`src/rtl/microseq_ctrl_pkg.sv`:
```
// Shared sequencer definitions: sequencing-field encodings, fixed micro-addresses
// and controller states.
package cpu_pkg;

    localparam int UPC_W  = 8;
    localparam int OPC_W  = 5;
    localparam int SLOT_W = 3;
    localparam int CNT_W  = 16;

    localparam logic [UPC_W-1:0] FETCH_ADDR = '0;
    localparam logic [UPC_W-1:0] SKIP_ADDR  = 8'h80;

    typedef enum logic [2:0] {
        SEQ_NEXT  = 3'b000,
        SEQ_DISP  = 3'b001,
        SEQ_FETCH = 3'b010,
        SEQ_HOLD  = 3'b011,
        SEQ_JZ    = 3'b100,
        SEQ_JN    = 3'b101,
        SEQ_JC    = 3'b110,
        SEQ_RSVD  = 3'b111
    } seq_op_e;

    typedef enum logic [1:0] {
        ST_RUN  = 2'd0,
        ST_WAIT = 2'd1,
        ST_HALT = 2'd2
    } state_e;

endpackage

```
`src/rtl/microseq_ctrl_if.sv`:
```
// Bundle between the microcode datapath and the sequencer: ROM sequencing field,
// IR/flags/handshakes in, micro-PC and status out.
interface microseq_ctrl_if #(
    parameter int UPC_W = 8,
    parameter int OPC_W = 5,
    parameter int CNT_W = 16
);
    logic [2:0]       seq_op;
    logic [OPC_W-1:0] ir_opcode;
    logic             flag_z;
    logic             flag_n;
    logic             flag_c;
    logic             mem_ready;
    logic             halt_req;
    logic [UPC_W-1:0] upc;
    logic             dispatch;
    logic             halted;
    logic             ucode_err;
    logic [CNT_W-1:0] retired;

    modport master (
        output seq_op, ir_opcode, flag_z, flag_n, flag_c, mem_ready, halt_req,
        input  upc, dispatch, halted, ucode_err, retired
    );

    modport slave (
        input  seq_op, ir_opcode, flag_z, flag_n, flag_c, mem_ready, halt_req,
        output upc, dispatch, halted, ucode_err, retired
    );
endinterface

```
`src/rtl/microseq_ctrl_next_addr.sv`:
```
// Combinational next-micro-address mux for the RUN state, plus decoded
// side effects (dispatch, end-of-instruction, microcode error, hold).
import cpu_pkg::*;

module microseq_ctrl_next_addr #(
    parameter int               UPC_W     = cpu_pkg::UPC_W,
    parameter int               OPC_W     = cpu_pkg::OPC_W,
    parameter int               SLOT_W    = cpu_pkg::SLOT_W,
    parameter logic [UPC_W-1:0] SKIP_ADDR = cpu_pkg::SKIP_ADDR
) (
    input  logic [UPC_W-1:0] i_upc,
    input  logic [2:0]       i_seq_op,
    input  logic [OPC_W-1:0] i_ir_opcode,
    input  logic             i_flag_z,
    input  logic             i_flag_n,
    input  logic             i_flag_c,
    output logic [UPC_W-1:0] o_next_upc,
    output logic             o_dispatch,
    output logic             o_fetch,
    output logic             o_err,
    output logic             o_hold
);
    seq_op_e          w_op;
    logic [UPC_W-1:0] w_upc_inc;
    logic [UPC_W-1:0] w_disp_addr;
    logic             w_slot_end;

    assign w_op        = seq_op_e'(i_seq_op);
    assign w_upc_inc   = i_upc + UPC_W'(1);
    assign w_disp_addr = UPC_W'({i_ir_opcode, {SLOT_W{1'b0}}});
    assign w_slot_end  = &i_upc[SLOT_W-1:0];

    always_comb begin
        o_next_upc = w_upc_inc;
        o_dispatch = 1'b0;
        o_fetch    = 1'b0;
        o_err      = 1'b0;
        o_hold     = 1'b0;
        case (w_op)
            // Falling off the end of a slot would run into the next opcode's microcode.
            SEQ_NEXT: begin
                if (w_slot_end) begin
                    o_next_upc = UPC_W'(FETCH_ADDR);
                    o_err      = 1'b1;
                end
            end
            SEQ_DISP: begin
                o_next_upc = w_disp_addr;
                o_dispatch = 1'b1;
            end
            SEQ_FETCH: begin
                o_next_upc = UPC_W'(FETCH_ADDR);
                o_fetch    = 1'b1;
            end
            SEQ_HOLD: begin
                o_next_upc = i_upc;
                o_hold     = 1'b1;
            end
            SEQ_JZ:   o_next_upc = i_flag_z ? w_upc_inc : SKIP_ADDR;
            SEQ_JN:   o_next_upc = i_flag_n ? w_upc_inc : SKIP_ADDR;
            SEQ_JC:   o_next_upc = i_flag_c ? w_upc_inc : SKIP_ADDR;
            default: begin
                o_next_upc = UPC_W'(FETCH_ADDR);
                o_fetch    = 1'b1;
                o_err      = 1'b1;
            end
        endcase
    end
endmodule

```
`src/rtl/microseq_ctrl.sv`:
```
// Microprogram sequencer: owns the micro-PC, the RUN/WAIT/HALT controller,
// the retired-instruction counter and the dispatch/error pulses.
import cpu_pkg::*;

module microseq_ctrl #(
    parameter int               UPC_W     = cpu_pkg::UPC_W,
    parameter int               OPC_W     = cpu_pkg::OPC_W,
    parameter int               SLOT_W    = cpu_pkg::SLOT_W,
    parameter logic [UPC_W-1:0] SKIP_ADDR = cpu_pkg::SKIP_ADDR,
    parameter int               CNT_W     = cpu_pkg::CNT_W
) (
    input  logic            clk,
    input  logic            reset,
    microseq_ctrl_if.slave  bus
);
    state_e           r_state;
    logic [UPC_W-1:0] r_upc;
    logic             r_dispatch;
    logic             r_halted;
    logic             r_ucode_err;
    logic [CNT_W-1:0] r_retired;

    logic [UPC_W-1:0] w_next_upc;
    logic             w_dispatch;
    logic             w_fetch;
    logic             w_err;
    logic             w_hold;

    microseq_ctrl_next_addr #(
        .UPC_W     (UPC_W),
        .OPC_W     (OPC_W),
        .SLOT_W    (SLOT_W),
        .SKIP_ADDR (SKIP_ADDR)
    ) u_next_addr (
        .i_upc       (r_upc),
        .i_seq_op    (bus.seq_op),
        .i_ir_opcode (bus.ir_opcode),
        .i_flag_z    (bus.flag_z),
        .i_flag_n    (bus.flag_n),
        .i_flag_c    (bus.flag_c),
        .o_next_upc  (w_next_upc),
        .o_dispatch  (w_dispatch),
        .o_fetch     (w_fetch),
        .o_err       (w_err),
        .o_hold      (w_hold)
    );

    always_ff @(posedge clk) begin
        if (reset) begin
            r_state     <= ST_RUN;
            r_upc       <= UPC_W'(FETCH_ADDR);
            r_dispatch  <= 1'b0;
            r_halted    <= 1'b0;
            r_ucode_err <= 1'b0;
            r_retired   <= '0;
        end else begin
            r_dispatch  <= 1'b0;
            r_ucode_err <= 1'b0;
            case (r_state)
                ST_RUN: begin
                    // Halting is only allowed on the fetch word, so the word there is not consumed.
                    if (r_upc == UPC_W'(FETCH_ADDR) && bus.halt_req) begin
                        r_state  <= ST_HALT;
                        r_halted <= 1'b1;
                    end else if (w_hold) begin
                        r_state <= ST_WAIT;
                    end else begin
                        r_upc       <= w_next_upc;
                        r_dispatch  <= w_dispatch;
                        r_ucode_err <= w_err;
                        if (w_fetch) begin
                            r_retired <= r_retired + CNT_W'(1);
                        end
                    end
                end
                ST_WAIT: begin
                    if (bus.mem_ready) begin
                        r_upc   <= r_upc + UPC_W'(1);
                        r_state <= ST_RUN;
                    end
                end
                ST_HALT: begin
                    r_upc <= UPC_W'(FETCH_ADDR);
                    if (!bus.halt_req) begin
                        r_state  <= ST_RUN;
                        r_halted <= 1'b0;
                    end
                end
                default: begin
                    r_state  <= ST_RUN;
                    r_halted <= 1'b0;
                end
            endcase
        end
    end

    assign bus.upc       = r_upc;
    assign bus.dispatch  = r_dispatch;
    assign bus.halted    = r_halted;
    assign bus.ucode_err = r_ucode_err;
    assign bus.retired   = r_retired;
endmodule

```
`src/flat_wrapper.sv`:
```
// flat-port wrapper written by rule: the top's interface ports become plain ports
module microseq_ctrl_flat 
#(
    parameter int               UPC_W     = cpu_pkg::UPC_W,
    parameter int               OPC_W     = cpu_pkg::OPC_W,
    parameter int               SLOT_W    = cpu_pkg::SLOT_W,
    parameter logic [UPC_W-1:0] SKIP_ADDR = cpu_pkg::SKIP_ADDR,
    parameter int               CNT_W     = cpu_pkg::CNT_W
)
  (clk, reset, bus_seq_op, bus_ir_opcode, bus_flag_z, bus_flag_n, bus_flag_c, bus_mem_ready, bus_halt_req, bus_upc, bus_dispatch, bus_halted, bus_ucode_err, bus_retired);
  microseq_ctrl_if #(.UPC_W(UPC_W), .OPC_W(OPC_W), .CNT_W(CNT_W)) bus_i ();
  input  logic clk;
  input  logic reset;
  input wire logic [$bits(bus_i.seq_op)-1:0] bus_seq_op;
  input wire logic [$bits(bus_i.ir_opcode)-1:0] bus_ir_opcode;
  input wire logic [$bits(bus_i.flag_z)-1:0] bus_flag_z;
  input wire logic [$bits(bus_i.flag_n)-1:0] bus_flag_n;
  input wire logic [$bits(bus_i.flag_c)-1:0] bus_flag_c;
  input wire logic [$bits(bus_i.mem_ready)-1:0] bus_mem_ready;
  input wire logic [$bits(bus_i.halt_req)-1:0] bus_halt_req;
  output wire logic [$bits(bus_i.upc)-1:0] bus_upc;
  output wire logic [$bits(bus_i.dispatch)-1:0] bus_dispatch;
  output wire logic [$bits(bus_i.halted)-1:0] bus_halted;
  output wire logic [$bits(bus_i.ucode_err)-1:0] bus_ucode_err;
  output wire logic [$bits(bus_i.retired)-1:0] bus_retired;
  assign bus_i.seq_op = bus_seq_op;
  assign bus_i.ir_opcode = bus_ir_opcode;
  assign bus_i.flag_z = bus_flag_z;
  assign bus_i.flag_n = bus_flag_n;
  assign bus_i.flag_c = bus_flag_c;
  assign bus_i.mem_ready = bus_mem_ready;
  assign bus_i.halt_req = bus_halt_req;
  assign bus_upc = bus_i.upc;
  assign bus_dispatch = bus_i.dispatch;
  assign bus_halted = bus_i.halted;
  assign bus_ucode_err = bus_i.ucode_err;
  assign bus_retired = bus_i.retired;
  microseq_ctrl #(.UPC_W(UPC_W), .OPC_W(OPC_W), .SLOT_W(SLOT_W), .SKIP_ADDR(SKIP_ADDR), .CNT_W(CNT_W)) u_core (.clk(clk), .reset(reset), .bus(bus_i));
endmodule
```
`config.mk`:
```
export PLATFORM = sky130hd
export DESIGN_NAME = microseq_ctrl_flat
export DESIGN_NICKNAME = d
export VERILOG_FILES = /design/src/rtl/microseq_ctrl_pkg.sv /design/src/rtl/microseq_ctrl_if.sv /design/src/rtl/microseq_ctrl_next_addr.sv /design/src/rtl/microseq_ctrl.sv /design/src/flat_wrapper.sv
export SDC_FILE = /design/constraint.sdc
export NUM_CORES = 1
export LEC_CHECK = 0
export CORE_MARGIN = 1
export CORE_UTILIZATION = 50
export CTS_CLUSTER_DIAMETER = 60
export CTS_CLUSTER_SIZE = 25
export DETAILED_ROUTE_END_ITERATION = 7
export DONT_BUFFER_PORTS = 1
export PLACE_DENSITY_LB_ADDON = 0.08
export SYNTH_ARGS = -nofsm -noshare
export SYNTH_HDL_FRONTEND = slang
export SYNTH_SLANG_ARGS = --single-unit
```
`constraint.sdc`:
```
create_clock -name clk -period 2.98 [get_ports clk]
set_input_delay 0.298 -clock clk [delete_from_list [all_inputs] [get_ports clk]]
set_output_delay 0.298 -clock clk [all_outputs]
set_load 0.01 [all_outputs]
```
; Word level (Yosys, flattened, before mapping)
; Index checks and enable logic that the tools add are counted.
; W data, S select, Z words.
[classes]
n_reduce_logical = 13
addsub = 2
muxes = 21
bitwise = 5
eq_ne = 15
[ops]
columns = op, n
row1 = $mux W8, 7
row2 = $pmux W8 S6, 1
row3 = $pmux W8 S3, 1
row4 = $add A16 B1 Y16 const B, 1
row5 = $reduce_or A6 Y1, 2
row6 = $ne A2 B2 Y1 const B, 5
row7 = $eq A3 B3 Y1 const B, 3
row8 = $reduce_and A3 Y1, 3
row9 = $add A8 B1 Y8 const B, 1
row10 = $logic_not A8 Y1, 1
row11 = $mux W2, 4
row12 = $eq A3 B2 Y1 const B, 2
row13 = $pmux W2 S3, 1
row14 = $mux W1, 5
row15 = $not A1 Y1, 5
row16 = $reduce_and A5 Y1, 1
row17 = $reduce_and A4 Y1, 1
row18 = $reduce_or A4 Y1, 1
row19 = $eq A3 B1 Y1 const B, 1
row20 = $logic_not A3 Y1, 1
row21 = $ne A3 B2 Y1 const B, 1
row22 = $pmux W1 S3, 1
row23 = $reduce_bool A3 Y1, 1
row24 = $eq A2 B1 Y1 const B, 1
row25 = 5 further kinds, 5
[word_totals]
input_bits = 15
reg_bits = 29
elab_cells = 62

; Logic depth before layout (Yosys ltp)
; Gate-level depths: netlist (run 1).
[logic_depth]
depth_word = 6
mapped_depth = 8

; Modules after synthesis
; Synthesis (run 1) repeated with hierarchy kept, for this count alone.
[unflattened]
cells_unflattened = 248
area_unflattened_um2 = 2070.7
[modules_own_cells]
columns = module, cells_each, n_inst, area_per_inst_um2
row1 = microseq_ctrl, 193, 1, 1684.1
row2 = microseq_ctrl_next_addr, 55, 1, 386.6

; Worst setup path after synthesis (run 1)
; Ideal clock, no wire load.
[synth_timing]
path_kind = register to register
from = register u_core.r_upc[0], in the netlist u_core.bus.upc[0]
to = register u_core.r_retired[7], in the netlist u_core.bus.retired[7]
synth_period_minus_slack_ns = 1.913
stages_incl_launch_ff = 9
t_arrival_ns = 1.787
required_ns = 2.855
slack_ns = 1.067
path_cell_list = dfxtp_1 > inv_1 > ha_1 > nor4bb_4 > a2111oi_4 > buf_6 > nand3_2 > xor2_1 > nor2_2
[synth_between]
elab_chain_cells = 4
[synth_rtl]
columns = element, line_no
row1 = start: declaration, microseq_ctrl.sv:17  ; logic [UPC_W-1:0] r_upc;
row2 = start signal: assignment, microseq_ctrl.sv:51  ; r_upc <= UPC_W'(FETCH_ADDR);
row3 = start signal: assignment, microseq_ctrl.sv:68  ; r_upc <= w_next_upc;
row4 = start signal: assignment, microseq_ctrl.sv:78  ; r_upc <= r_upc + UPC_W'(1);
row5 = $logic_not A8 Y1, microseq_ctrl.sv:62  ; if (r_upc == UPC_W'(FETCH_ADDR) && bus.halt_req) begin
row6 = $logic_and A1 B1 Y1, microseq_ctrl.sv:62
row7 = $not A1 Y1 (no line), -
row8 = $reduce_and A4 Y1 (no line), -
row9 = end signal: assignment, microseq_ctrl.sv:72  ; r_retired <= r_retired + CNT_W'(1);
row10 = end: declaration, microseq_ctrl.sv:21  ; logic [CNT_W-1:0] r_retired;
; Every way passes these cells.
; A chain may end at the register's enable or synchronous reset.

; Worst setup path in the final report (run 1)
[layout_timing]
from = register u_core.r_upc[2], in the netlist u_core.bus.upc[2]
to = register u_core.r_upc[7], in the netlist u_core.bus.upc[7]
[layout_between]
elab_chain_cells = 6
word_cells_on_any_way = 15
classes_between = add/sub (1) / eq/ne (1) / mux (9) / reduce/logical (4)
[layout_rtl]
columns = element, line_no
row1 = $add A8 B1 Y8 or $reduce_and A3 Y1 (tied branches), "microseq_ctrl_next_addr.sv:29, microseq_ctrl.sv:78, microseq_ctrl_next_addr.sv:31"
row2 = $mux W8 (on tied branches), -
row3 = $pmux W8 S6, microseq_ctrl_next_addr.sv:39  ; case (w_op)
row4 = $mux W8, microseq_ctrl.sv:65  ; end else if (w_hold) begin
row5 = $mux W8, microseq_ctrl.sv:62
row6 = $pmux W8 S3, microseq_ctrl.sv:59  ; case (r_state)
; Parallel ways exist; a longest one is shown, timed or not. The select of a mux whose other input is x is not followed.

==> results of run 1 <==
per-layer routing:
layer / part of all wire [%] / up-vias / global-route usage [%]
met5: 0 / - / 0
li1: - / 723 / -
met4: 1.4 / 0 / 9.21
met1: 43 / 690 / 25.1
met3: 5.7 / 5 / 8.19
met2: 50 / 45 / 35.4
cell families after synthesis:
kind of cell / count (synthesis)
and+or+nand+nor: 86
AOI/OAI and AO/OA: 39
DFF: 29
xor gates and xnor gates: 17
buffers and inverters: 17
adders and majority gates: 8
muxes: 4
report_power, final:
part	leakage, nW	internal [mW]	switching [mW]
Sequential	0.234	0.400	0.0208
Combinational	0.392	0.0670	0.0968
Clock	0.0413	0.137	0.136
cell usage after synthesis, drive strengths merged (4+ instances only):
cell,number
dfxtp,29
nor2,24
xor2,15
nand3,13
a21oi,12
nand2,10
inv,9
nand4,9
ha,8
nand2b,8
nor3,6
and3,5
buf,5
a22oi,4
a31oi,4
o21ai,4
o32ai,4
state kept, by name, summed over array words and instances, names as in the netlist:
name,cells
u_core.bus.dispatch,1
u_core.bus.halted,1
u_core.bus.retired,16
u_core.bus.ucode_err,1
u_core.bus.upc,8
u_core.r_state,2
what timing repair did:
action / in CTS / in global routing
buffers inserted: 0 / 0
hold buffers: 0 / 1
endpoints found under the hold margin: 0 / 1
critical path: stages, from the launching register on:
cell and delay (ns):
dfxtp_1 0.43, nor4_2 0.63, nand2_2 0.15, a31oi_2 0.48
o21ai_0 0.18, a21oi_1 0.15
layout make-up:
type | count | area, um2 | area share, %
Sequential cell | 29 | 581 | 31.2
Tap cell | 46 | 57.6 | 3.09
Clock buffer | 7 | 65.1 | 3.50
Inverter | 9 | 33.8 | 1.82
Multi-Input combinational cell | 154 | 1100 | 59.2
Clock inverter | 1 | 5.00 | 0.269
Timing Repair Buffer | 2 | 17.5 | 0.941
metrics by stage:
stage | total power, mW | utilization [%] | cell area [um2] | std cells
after floorplan | 0.578 | - | 1760 | 200
after CTS | 0.866 | 55.0 | 1850 | 247
after global placement | 0.586 | 52.9 | 1780 | 239
after detailed placement | 0.591 | 52.9 | 1780 | 239
final | 0.858 | 55.3 | 1860 | 248
after global routing | 0.908 | 55.3 | 1860 | 248
how the worst max path moves through the flow:
stage                                               to  cells after the start                      startpoint  slack, ns
floorplan           u_core.bus.retired[7]$_SDFFE_PP0P_                      8  u_core.bus.upc[0]$_SDFFE_PP0P_       1.07
global placement        u_core.bus.upc[7]$_SDFFE_PP0P_                      7  u_core.bus.upc[0]$_SDFFE_PP0P_       1.01
detailed placement      u_core.bus.upc[7]$_SDFFE_PP0P_                      5  u_core.bus.upc[2]$_SDFFE_PP0P_       0.92
CTS                     u_core.bus.upc[7]$_SDFFE_PP0P_                      5  u_core.bus.upc[2]$_SDFFE_PP0P_       0.89
global route            u_core.bus.upc[7]$_SDFFE_PP0P_                      7  u_core.bus.upc[0]$_SDFFE_PP0P_       0.73
finish                  u_core.bus.upc[7]$_SDFFE_PP0P_                      5  u_core.bus.upc[2]$_SDFFE_PP0P_       0.90
==> reports/qor.yml, run 1 <==
detailed_routing:
  final_antenna_net_count: 0
  wire_per_inst_um: 15.3
  drt-pass1-iter-count: 4
  drc: 0
  drt-initial-drc-count: 171
  wl_um: 3780
  vias: 1463
  routed_via_density: 5.90
synth:
  synth-edff-count: 0
  synth_top_area_share_pct: 32.9
  synth_compound_area_share_pct: 17.7
  ys_types: 45
  synthArstFlopShare_pct: 0
  yosys.area_share.adder_pct: 5.67
  synthFlopType: "dfxtp_1"
  ys_ff_latch: 29
  synthXorXnorAreaFrac_pct: 8.44
  synth_top_family_by_area: "simple AND/OR/NAND/NOR gates"
  yosys-top-cells-area: "dfxtp_1, xor2_1, ha_1"
  synth_top_area_cell: "dfxtp_1"
  syn-cell-area_um2: 1760
  syn-num-nets: 223
  syn_avg_cell_area_um2: 8.82
  ys_seq_area_share_pct: 32.9
  yosysWarnings: 0
  synth_mux_area_share_pct: 2.34
  synthSimpleGateAreaFrac_pct: 28.3
  synthCells: 200
pwr:
  vdd_drop_max_mv: 0.330
  leakage_nw: 0.668
  p_per_area_nw_per_um2: 461
global_route:
  overflow: 0
  antenna_found_initial: 0
  grt_pass1_vias: 1328
  grt_pass1_wl_um: 5910
  grt.total_usage_pct: 21.5
  grt_max_degree: 34
clock_network:
  post_cts_resized: 0
  clk_pin_slew_worst_paths_ns: 0.10
  cts.htree.levels: 2
  cts_tree: "yes"
  clock_sinks: 29
  cts_inserted_buffers: 5
  cts_buffer_depth: 2
  worstSkewPairLatency_ns: 0.32
  root_buffer: "clkbuf_4"
critical_path:
  reg2reg_setup_slack_ns: 0.90
  critPathRequiredTime_ns: 3.24
  crit_arrival_ns: 2.34
  path_max_fanout: 12
  cp-start-kind: "flip-flop"
  worstSetupPathType: "reg -> reg"
  rr_startpoint: "u_core.bus.upc[2]$_SDFFE_PP0P_"
  end_kind: "flip-flop"
  r2r_end: "u_core.bus.upc[7]$_SDFFE_PP0P_"
  reg2regPathDepth: 5
die:
  die_h_um: 61.4
  rows: 21
  io_pins: 42
  dieWidth_um: 61.4
  coreArea_um2: 3360
  start_util_pct: 52.5
  die-area_um2: 3770
placed_design:
  post-place-ws_ns: 0.918
  place_congestion: 0.837
  place_hpwl_um: 2760
  io_buffers: 0
finish:
  area_delta_synth_final_pct: 5.46
  fillers: 342
  layout.nets: 224
  drive_gt1_share_pct: 12.9
  num_antenna_cells: 0
  layout.cells.most_common: "dfxtp_1"
  final_cell_mix: "dfxtp_1, nor2_1, xor2_1, a21oi_1"
worst_hold_path:
  hp-class: "in -> reg"
  worstHoldStart: "reset"
  min_to: "u_core.bus.upc[7]$_SDFFE_PP0P_"
  holdPathStages: 1
sta:
  fin_crit_ns: 2.08
  rsz0062_at_grt: "no"
  worst_clock_skew_ns: 0.00893
  final.setup.worst_slack_ns: 0.901
  worst_pin_slew_ns: 0.611
  setup_viol: 0
  finalSetupTns_ns: 0
  max_freq_mhz: 481
  relSlewSlack_pct: 59.0
  hold_viol: 0
  post-route-period-util_pct: 69.8
  slew_violations: 0
  holdWs_ns: 0.0388
status:
  status: "finished, final reports clean"
job:
  cap_violations: 0
Power figures use the tool's default switching activity.
==> run 2: changes to the inputs <==
Settings changed: ABC_AREA set to 1.
Clock period 2.98 ns to 2 ns, I/O delays scaled along.
==> run 2 against run 1 <==
Against the previous run:
- via count grew 29%
- maximum frequency grew 17%
- core utilization grew 3.5 points
- cell area grew 20%
- cell count grew 47%
- count of clock-buffer cells in the layout is the same
- first-iteration DRC count shrank 30%
- largest power group is now combinational logic
- clock power grew 140%
- sequential cell count is the same
- combinational power grew to 7.3 times the previous value
- sequential power grew 95%
- global-route usage grew 2.0 points
==> reports/qor.yml, run 2 <==
detailed_routing:
  final_antenna_net_count: 0  # unchanged
  routed_via_density: 5.19  # -12%
  wl_um: 4720  # +25%
  vias: 1890  # +29%
  wire_per_inst_um: 13.0  # -15%
  drt-initial-drc-count: 120  # -30%
  drt-pass1-iter-count: 4  # unchanged
  drc: 0  # unchanged
critical_path:
  cp_slowest_cell: "dfxtp_1"
  rr_startpoint: "u_core.bus.upc[0]$_SDFFE_PP0P_"
  path_max_fanout: 18  # +6
  r2r_end: "u_core.bus.retired[8]$_SDFFE_PP0P_"
  critPathBufInv: 3  # +3
  worstSetupPathType: "reg -> reg"
  critPathRequiredTime_ns: 2.21  # -1.03 ns
  cp-start-kind: "flip-flop"
  slowest_delay_ns: 0.42  # -0.21 ns
  reg2regPathDepth: 11  # +6
  crit_path_frequent_cell: "nand2_1"
  end_kind: "flip-flop"
  reg2reg_setup_slack_ns: 0.23  # -0.67 ns
  path_cells: "inv_1 -> ha_1 -> nand2_1 -> nor2_2 -> nand2_2 -> nand2_4 -> clkinv_4 -> nand3_4 -> inv_6 -> nand2_1 -> a21oi_1"
  crit_arrival_ns: 1.98  # -0.36 ns
  cp_top_family: "simple AND/OR/NAND/NOR gates"
global_route:
  antenna_found_initial: 0  # unchanged
  grt_pass1_vias: 1717  # +29%
  grt_pass1_wl_um: 7760  # +31%
  overflow: 0  # unchanged
  grt_max_degree: 19  # -44%
  grt.total_usage_pct: 23.5  # +2.0 points
synth:
  ys_ff_latch: 29  # unchanged
  yosys.area_share.adder_pct: 4.86  # -0.81 points
  synth-edff-count: 0  # unchanged
  synthArstFlopShare_pct: 0  # unchanged
  syn_avg_cell_area_um2: 6.73  # -24%
  ys_types: 29  # -36%
  synth_most_common_cell: "nand2_1"
  synthXorXnorAreaFrac_pct: 5.53  # -2.9 points
  synthFlopType: "dfxtp_1"
  yosys-top-cells-area: "dfxtp_1, nand2_1, inv_1"
  syn-cell-area_um2: 2060  # +17%
  ys_seq_area_share_pct: 28.2  # -4.7 points
  synth_compound_area_share_pct: 13.2  # -4.5 points
  synth_top_area_cell: "dfxtp_1"
  syn-num-nets: 329  # +48%
  synthCells: 306  # +53%
  yosysWarnings: 0  # unchanged
  yosys-top-cells-count: "nand2_1, inv_1, dfxtp_1, nor2_1, nand3_1"
  synth_top_family_by_area: "simple AND/OR/NAND/NOR gates"
  synthSimpleGateAreaFrac_pct: 37.6  # +9.3 points
  synth_mux_area_share_pct: 0  # -2.3 points
  synth_top_area_share_pct: 28.2  # -4.7 points
sta:
  setup_viol: 0  # unchanged
  hold_viol: 0  # unchanged
  slew_violations: 0  # unchanged
  relSlewSlack_pct: 41.0  # -18 points
  final.setup.worst_slack_ns: 0.231  # -0.671 ns
  worst_clock_skew_ns: 0.00245  # -0.00648 ns
  finalSetupTns_ns: 0  # unchanged
  worst_pin_slew_ns: 0.883  # +0.272 ns
  post-route-period-util_pct: 88.5  # +19 points
  max_freq_mhz: 565  # +17%
  rsz0062_at_grt: "no"
  fin_crit_ns: 1.77  # -0.309 ns
job:
  cap_violations: 0  # unchanged
clock_network:
  post_cts_resized: 0  # unchanged
  cts.htree.levels: 2  # unchanged
  clock_sinks: 29  # unchanged
  clk_pin_slew_worst_paths_ns: 0.06  # -0.04 ns
  worstSkewPairLatency_ns: 0.28  # -0.04 ns
  cts_buffer_depth: 2  # unchanged
  cts_inserted_buffers: 5  # unchanged
  root_buffer: "clkbuf_8"
  cts_tree: "yes"
pwr:
  vdd_drop_max_mv: 0.619  # +88%
  p_per_area_nw_per_um2: 1190  # +160%
  leakage_nw: 0.882  # +32%
  p_total_mw: 2.66  # +210%
status:
  status: "finished, final reports clean"
die:
  rows: 22  # +4.8%
  dieWidth_um: 66.2  # +7.8%
  die-area_um2: 4380  # +16%
  io_pins: 42  # unchanged
  coreArea_um2: 3800  # +13%
  die_h_um: 66.2  # +7.8%
  start_util_pct: 54.2  # +1.7 points
finish:
  area_delta_synth_final_pct: 8.63
  post-route-util_pct: 58.9  # +3.5 points
  layout.cells.most_common: "nand2_1"
  drive_gt1_share_pct: 15.8  # +3.0 points
  fillers: 375  # +9.6%
  fin_cells: 364  # +47%
  layout.nets: 338  # +51%
  final_cell_mix: "nand2_1, inv_1, nor2_1, dfxtp_1, nand3_1"
  num_antenna_cells: 0  # unchanged
  largest_reg_flops: 16  # unchanged
placed_design:
  io_buffers: 0  # unchanged
  post-place-ws_ns: 0.254  # -0.664 ns
  place_hpwl_um: 3410  # +23%
  place_congestion: 0.853  # +1.9%
  placedCellCount: 353  # +48%
worst_hold_path:
  holdPathStages: 2  # +1
  min_to: "u_core.bus.ucode_err$_SDFF_PP0_"
  hp-class: "in -> reg"
  worstHoldStart: "bus_seq_op[2]"
[run 2: cells by family after synthesis]
| kind of cell | Yosys count |
|---|---|
| compound gates | 44 |
| xor+xnor | 13 |
| fa+ha+maj | 8 |
| buf+inv | 44 |
| flops | 29 |
| simple gates | 168 |
[run 2: how the worst max path moves through the flow]
stage | cells past startpoint | end | from | slack, ns
detailed placement | 11 | u_core.bus.retired[6]$_SDFFE_PP0P_ | u_core.bus.upc[0]$_SDFFE_PP0P_ | 0.25
global placement | 11 | u_core.bus.retired[10]$_SDFFE_PP0P_ | u_core.bus.upc[0]$_SDFFE_PP0P_ | 0.30
CTS | 11 | u_core.bus.retired[10]$_SDFFE_PP0P_ | u_core.bus.upc[0]$_SDFFE_PP0P_ | 0.23
finish | 11 | u_core.bus.retired[8]$_SDFFE_PP0P_ | u_core.bus.upc[0]$_SDFFE_PP0P_ | 0.23
global route | 11 | u_core.bus.retired[10]$_SDFFE_PP0P_ | u_core.bus.upc[0]$_SDFFE_PP0P_ | 0.08
floorplan | 12 | u_core.bus.retired[4]$_SDFFE_PP0P_ | u_core.bus.upc[0]$_SDFFE_PP0P_ | 0.49
[run 2: through the flow]
stage / hold slack (ns) / cell area [um2]
6_report: 0.0608 / 2240
5_1_grt: 0.0877 / 2240
4_1_cts: 0.0582 / 2240
3_5_place_dp: 0.265 / 2090
3_3_place_gp: 0.266 / 2090
2_1_floorplan: 0.278 / 2060
[run 2: where the power goes]
group | total [mW] | switching [mW] | internal (mW)
Sequential | 0.820 | 0.130 | 0.690
Combinational | 1.20 | 0.804 | 0.393
Clock | 0.646 | 0.240 | 0.406
Total | 2.66 | 1.17 | 1.49
[run 2: area by class of cell]
cell class              instances  area (um2)  area share [%]
clock inverters                 1        30.0            1.34
repair buffers                  8        67.6            3.02
flip-flops and latches         29         581            26.0
clock buffers                   7        86.3            3.86
multi-input cells             233        1260            56.3
inverters                      38         153            6.83
well taps                      48        60.1            2.69
[run 2: per-layer routing]
metal | share of wire [%] | up-vias | global-route usage [%] | routed length (um)
met4 | 1.3 | 0 | 7.98 | 59
li1 | - | 997 | - | -
met3 | 6.0 | 7 | 6.72 | 285
met1 | 52 | 839 | 33.5 | 2440
met2 | 41 | 47 | 33.4 | 1930
met5 | 0 | - | 0 | 0
[run 2: timing repair]
item                                   CTS  global route
hold buffers                             3             0
setup buffers                            0             0
endpoints found under the hold margin   18             0
==> run 3: changes to the inputs <==
Settings changed: PLACE_DENSITY_LB_ADDON 0.08 to not set.
==> run 3 against run 2 <==
Against the previous run:
- clock power shrank 15%
- critical path depth is the same
- worst setup slack lost 0.016 ns
- maximum frequency shrank 0.89%
- global-route usage grew 0.77 points
- total power shrank 3.4%
- combinational power is essentially flat
- critical endpoint is now u_core.bus.retired[10]$_SDFFE_PP0P_
- highest routed layer unchanged
==> reports/qor.yml, run 3 (synthesis gave the netlist of run 2 again) <==
finish:
  finish.instance_area_um2: 2210  # -1.0%
  layout.nets: 337  # -0.30%
  largest_reg_flops: 16  # unchanged
  area_delta_synth_final_pct: 7.54
  layout.cells.most_common: "nand2_1"
  final_cell_mix: "nand2_1, inv_1, nor2_1, dfxtp_1, nand3_1"
  num_antenna_cells: 0  # unchanged
  drive_gt1_share_pct: 15.9  # +0.050 points
detailed_routing:
  routed_via_density: 5.19  # about the same
  wl_um: 4750  # +0.72%
  drt-initial-drc-count: 127  # +5.8%
  final_antenna_net_count: 0  # unchanged
  drt-pass1-iter-count: 4  # unchanged
  drc: 0  # unchanged
  vias: 1884  # -0.32%
  wire_per_inst_um: 13.1  # +1.0%
critical_path:
  end_kind: "flip-flop"
  r2r_end: "u_core.bus.retired[10]$_SDFFE_PP0P_"
  critPathRequiredTime_ns: 2.20  # about the same
  path_cells: "inv_1 -> ha_1 -> nand2_1 -> nor2_2 -> nand2_2 -> nand2_4 -> clkinv_4 -> nand3_4 -> inv_6 -> nand2_1 -> a21oi_1"
  worstSetupPathType: "reg -> reg"
  cp_slowest_cell: "dfxtp_1"
  reg2reg_setup_slack_ns: 0.21  # -0.02 ns
  crit_arrival_ns: 1.99  # about the same
  rr_startpoint: "u_core.bus.upc[0]$_SDFFE_PP0P_"
  slowest_delay_ns: 0.40  # -0.02 ns
  crit_path_frequent_cell: "nand2_1"
  reg2regPathDepth: 11  # unchanged
  cp-start-kind: "flip-flop"
  path_max_fanout: 18  # unchanged
sta:
  hold_viol: 0  # unchanged
  setup_viol: 0  # unchanged
  worst_pin_slew_ns: 0.889  # +0.00624 ns
  holdWs_ns: 0.0643  # +0.00350 ns
  final.setup.worst_slack_ns: 0.215  # -0.0159 ns
  relSlewSlack_pct: 40.6  # -0.42 points
  max_freq_mhz: 560  # -0.89%
  rsz0062_at_grt: "no"
  slew_violations: 0  # unchanged
  worst_clock_skew_ns: 0.00358  # +0.00113 ns
  post-route-period-util_pct: 89.3  # +0.80 points
  finalSetupTns_ns: 0  # unchanged
  fin_crit_ns: 1.79  # +0.0159 ns
worst_hold_path:
  min_to: "u_core.bus.ucode_err$_SDFF_PP0_"
  worstHoldStart: "bus_seq_op[2]"
  holdPathStages: 2  # unchanged
  hp-class: "in -> reg"
pwr:
  leakage_nw: 0.872  # -1.1%
  p_per_area_nw_per_um2: 1160  # -2.4%
  vdd_drop_max_mv: 0.592  # -4.4%
die:
  coreArea_um2: 3800  # unchanged
  dieWidth_um: 66.2  # unchanged
  die-area_um2: 4380  # unchanged
  start_util_pct: 54.2  # unchanged
  die_h_um: 66.2  # unchanged
  rows: 22  # unchanged
  io_pins: 42  # unchanged
status:
  status: "finished, final reports clean"
global_route:
  grt_pass1_vias: 1703  # -0.82%
  overflow: 0  # unchanged
  antenna_found_initial: 0  # unchanged
  grt.total_usage_pct: 24.3  # +0.77 points
  grt_pass1_wl_um: 7970  # +2.7%
  grt_max_degree: 19  # unchanged
clock_network:
  clock_sinks: 29  # unchanged
  post_cts_resized: 0  # unchanged
  clk_pin_slew_worst_paths_ns: 0.07  # about the same
  cts_buffer_depth: 2  # unchanged
  post_cts_buffers: 0  # unchanged
  worstSkewPairLatency_ns: 0.28  # about the same
  root_buffer: "clkbuf_8"
  cts.htree.levels: 2  # unchanged
  ctsHoldBuffers: 3  # unchanged
  cts_inserted_buffers: 5  # unchanged
  cts_tree: "yes"
placed_design:
  post-place-ws_ns: 0.231  # -0.0230 ns
  place_area_um2: 2080  # -0.36%
  place_hpwl_um: 3530  # +3.5%
  io_buffers: 0  # unchanged
  place_congestion: 0.851  # -0.21%
job:
  cap_violations: 0  # unchanged
[run 3: cell count changes in the layout (fill, tap and decap cells not counted)]
cell,before,now
bufinv_16,1,0
clkbuf_8,6,7
clkbuf_1,1,0
buf_4,5,4
clkinv_2,0,1
[run 3: worst max-delay path: cells and delay by family, from the launching register on]
family	cells	cell delay, ns
adders and majority gates	1	0.22
DFF	1	0.40
buffers and inverters	3	0.41
and+or+nand+nor	6	0.54
AOI/OAI and AO/OA	1	0.12
[run 3: cell type report]
class / instances / area (um2)
Fill cell: 388 / 1590
Multi-Input combinational cell: 233 / 1260
Sequential cell: 29 / 581
Inverter: 38 / 153
Clock buffer: 7 / 96.3
Timing Repair Buffer: 7 / 60.1
Tap cell: 48 / 60.1
Clock inverter: 1 / 5.00
[run 3: through the flow]
step                utilization (%)  power, mW  instances
floorplan                         -       1.79        306
global placement               54.8       2.01        352
detailed placement             54.8       2.02        352
CTS                            58.3       2.58        363
global route                   58.3       2.78        363
finish                         58.3       2.57        363
[run 3: metal layers]
metal	track usage, %	share of wire [%]
met1	34.8	53
met2	34.1	39
met3	7.07	6.2
met4	8.24	1.3
met5	0	0
[run 3: power by group]
part | internal (mW) | switching [mW]
Combinational | 0.391 | 0.812
Sequential | 0.690 | 0.130
Clock | 0.311 | 0.238
[run 3: how the worst max path moves through the flow]
stage,startpoint,end,slack [ns]
2_1_floorplan,u_core.bus.upc[0]$_SDFFE_PP0P_,u_core.bus.retired[4]$_SDFFE_PP0P_,0.49
3_3_place_gp,u_core.bus.upc[0]$_SDFFE_PP0P_,u_core.bus.retired[15]$_SDFFE_PP0P_,0.31
3_5_place_dp,u_core.bus.upc[0]$_SDFFE_PP0P_,u_core.bus.retired[10]$_SDFFE_PP0P_,0.23
4_1_cts,u_core.bus.upc[0]$_SDFFE_PP0P_,u_core.bus.retired[10]$_SDFFE_PP0P_,0.21
5_1_grt,u_core.bus.upc[0]$_SDFFE_PP0P_,u_core.bus.retired[15]$_SDFFE_PP0P_,0.05
6_report,u_core.bus.upc[0]$_SDFFE_PP0P_,u_core.bus.retired[10]$_SDFFE_PP0P_,0.21
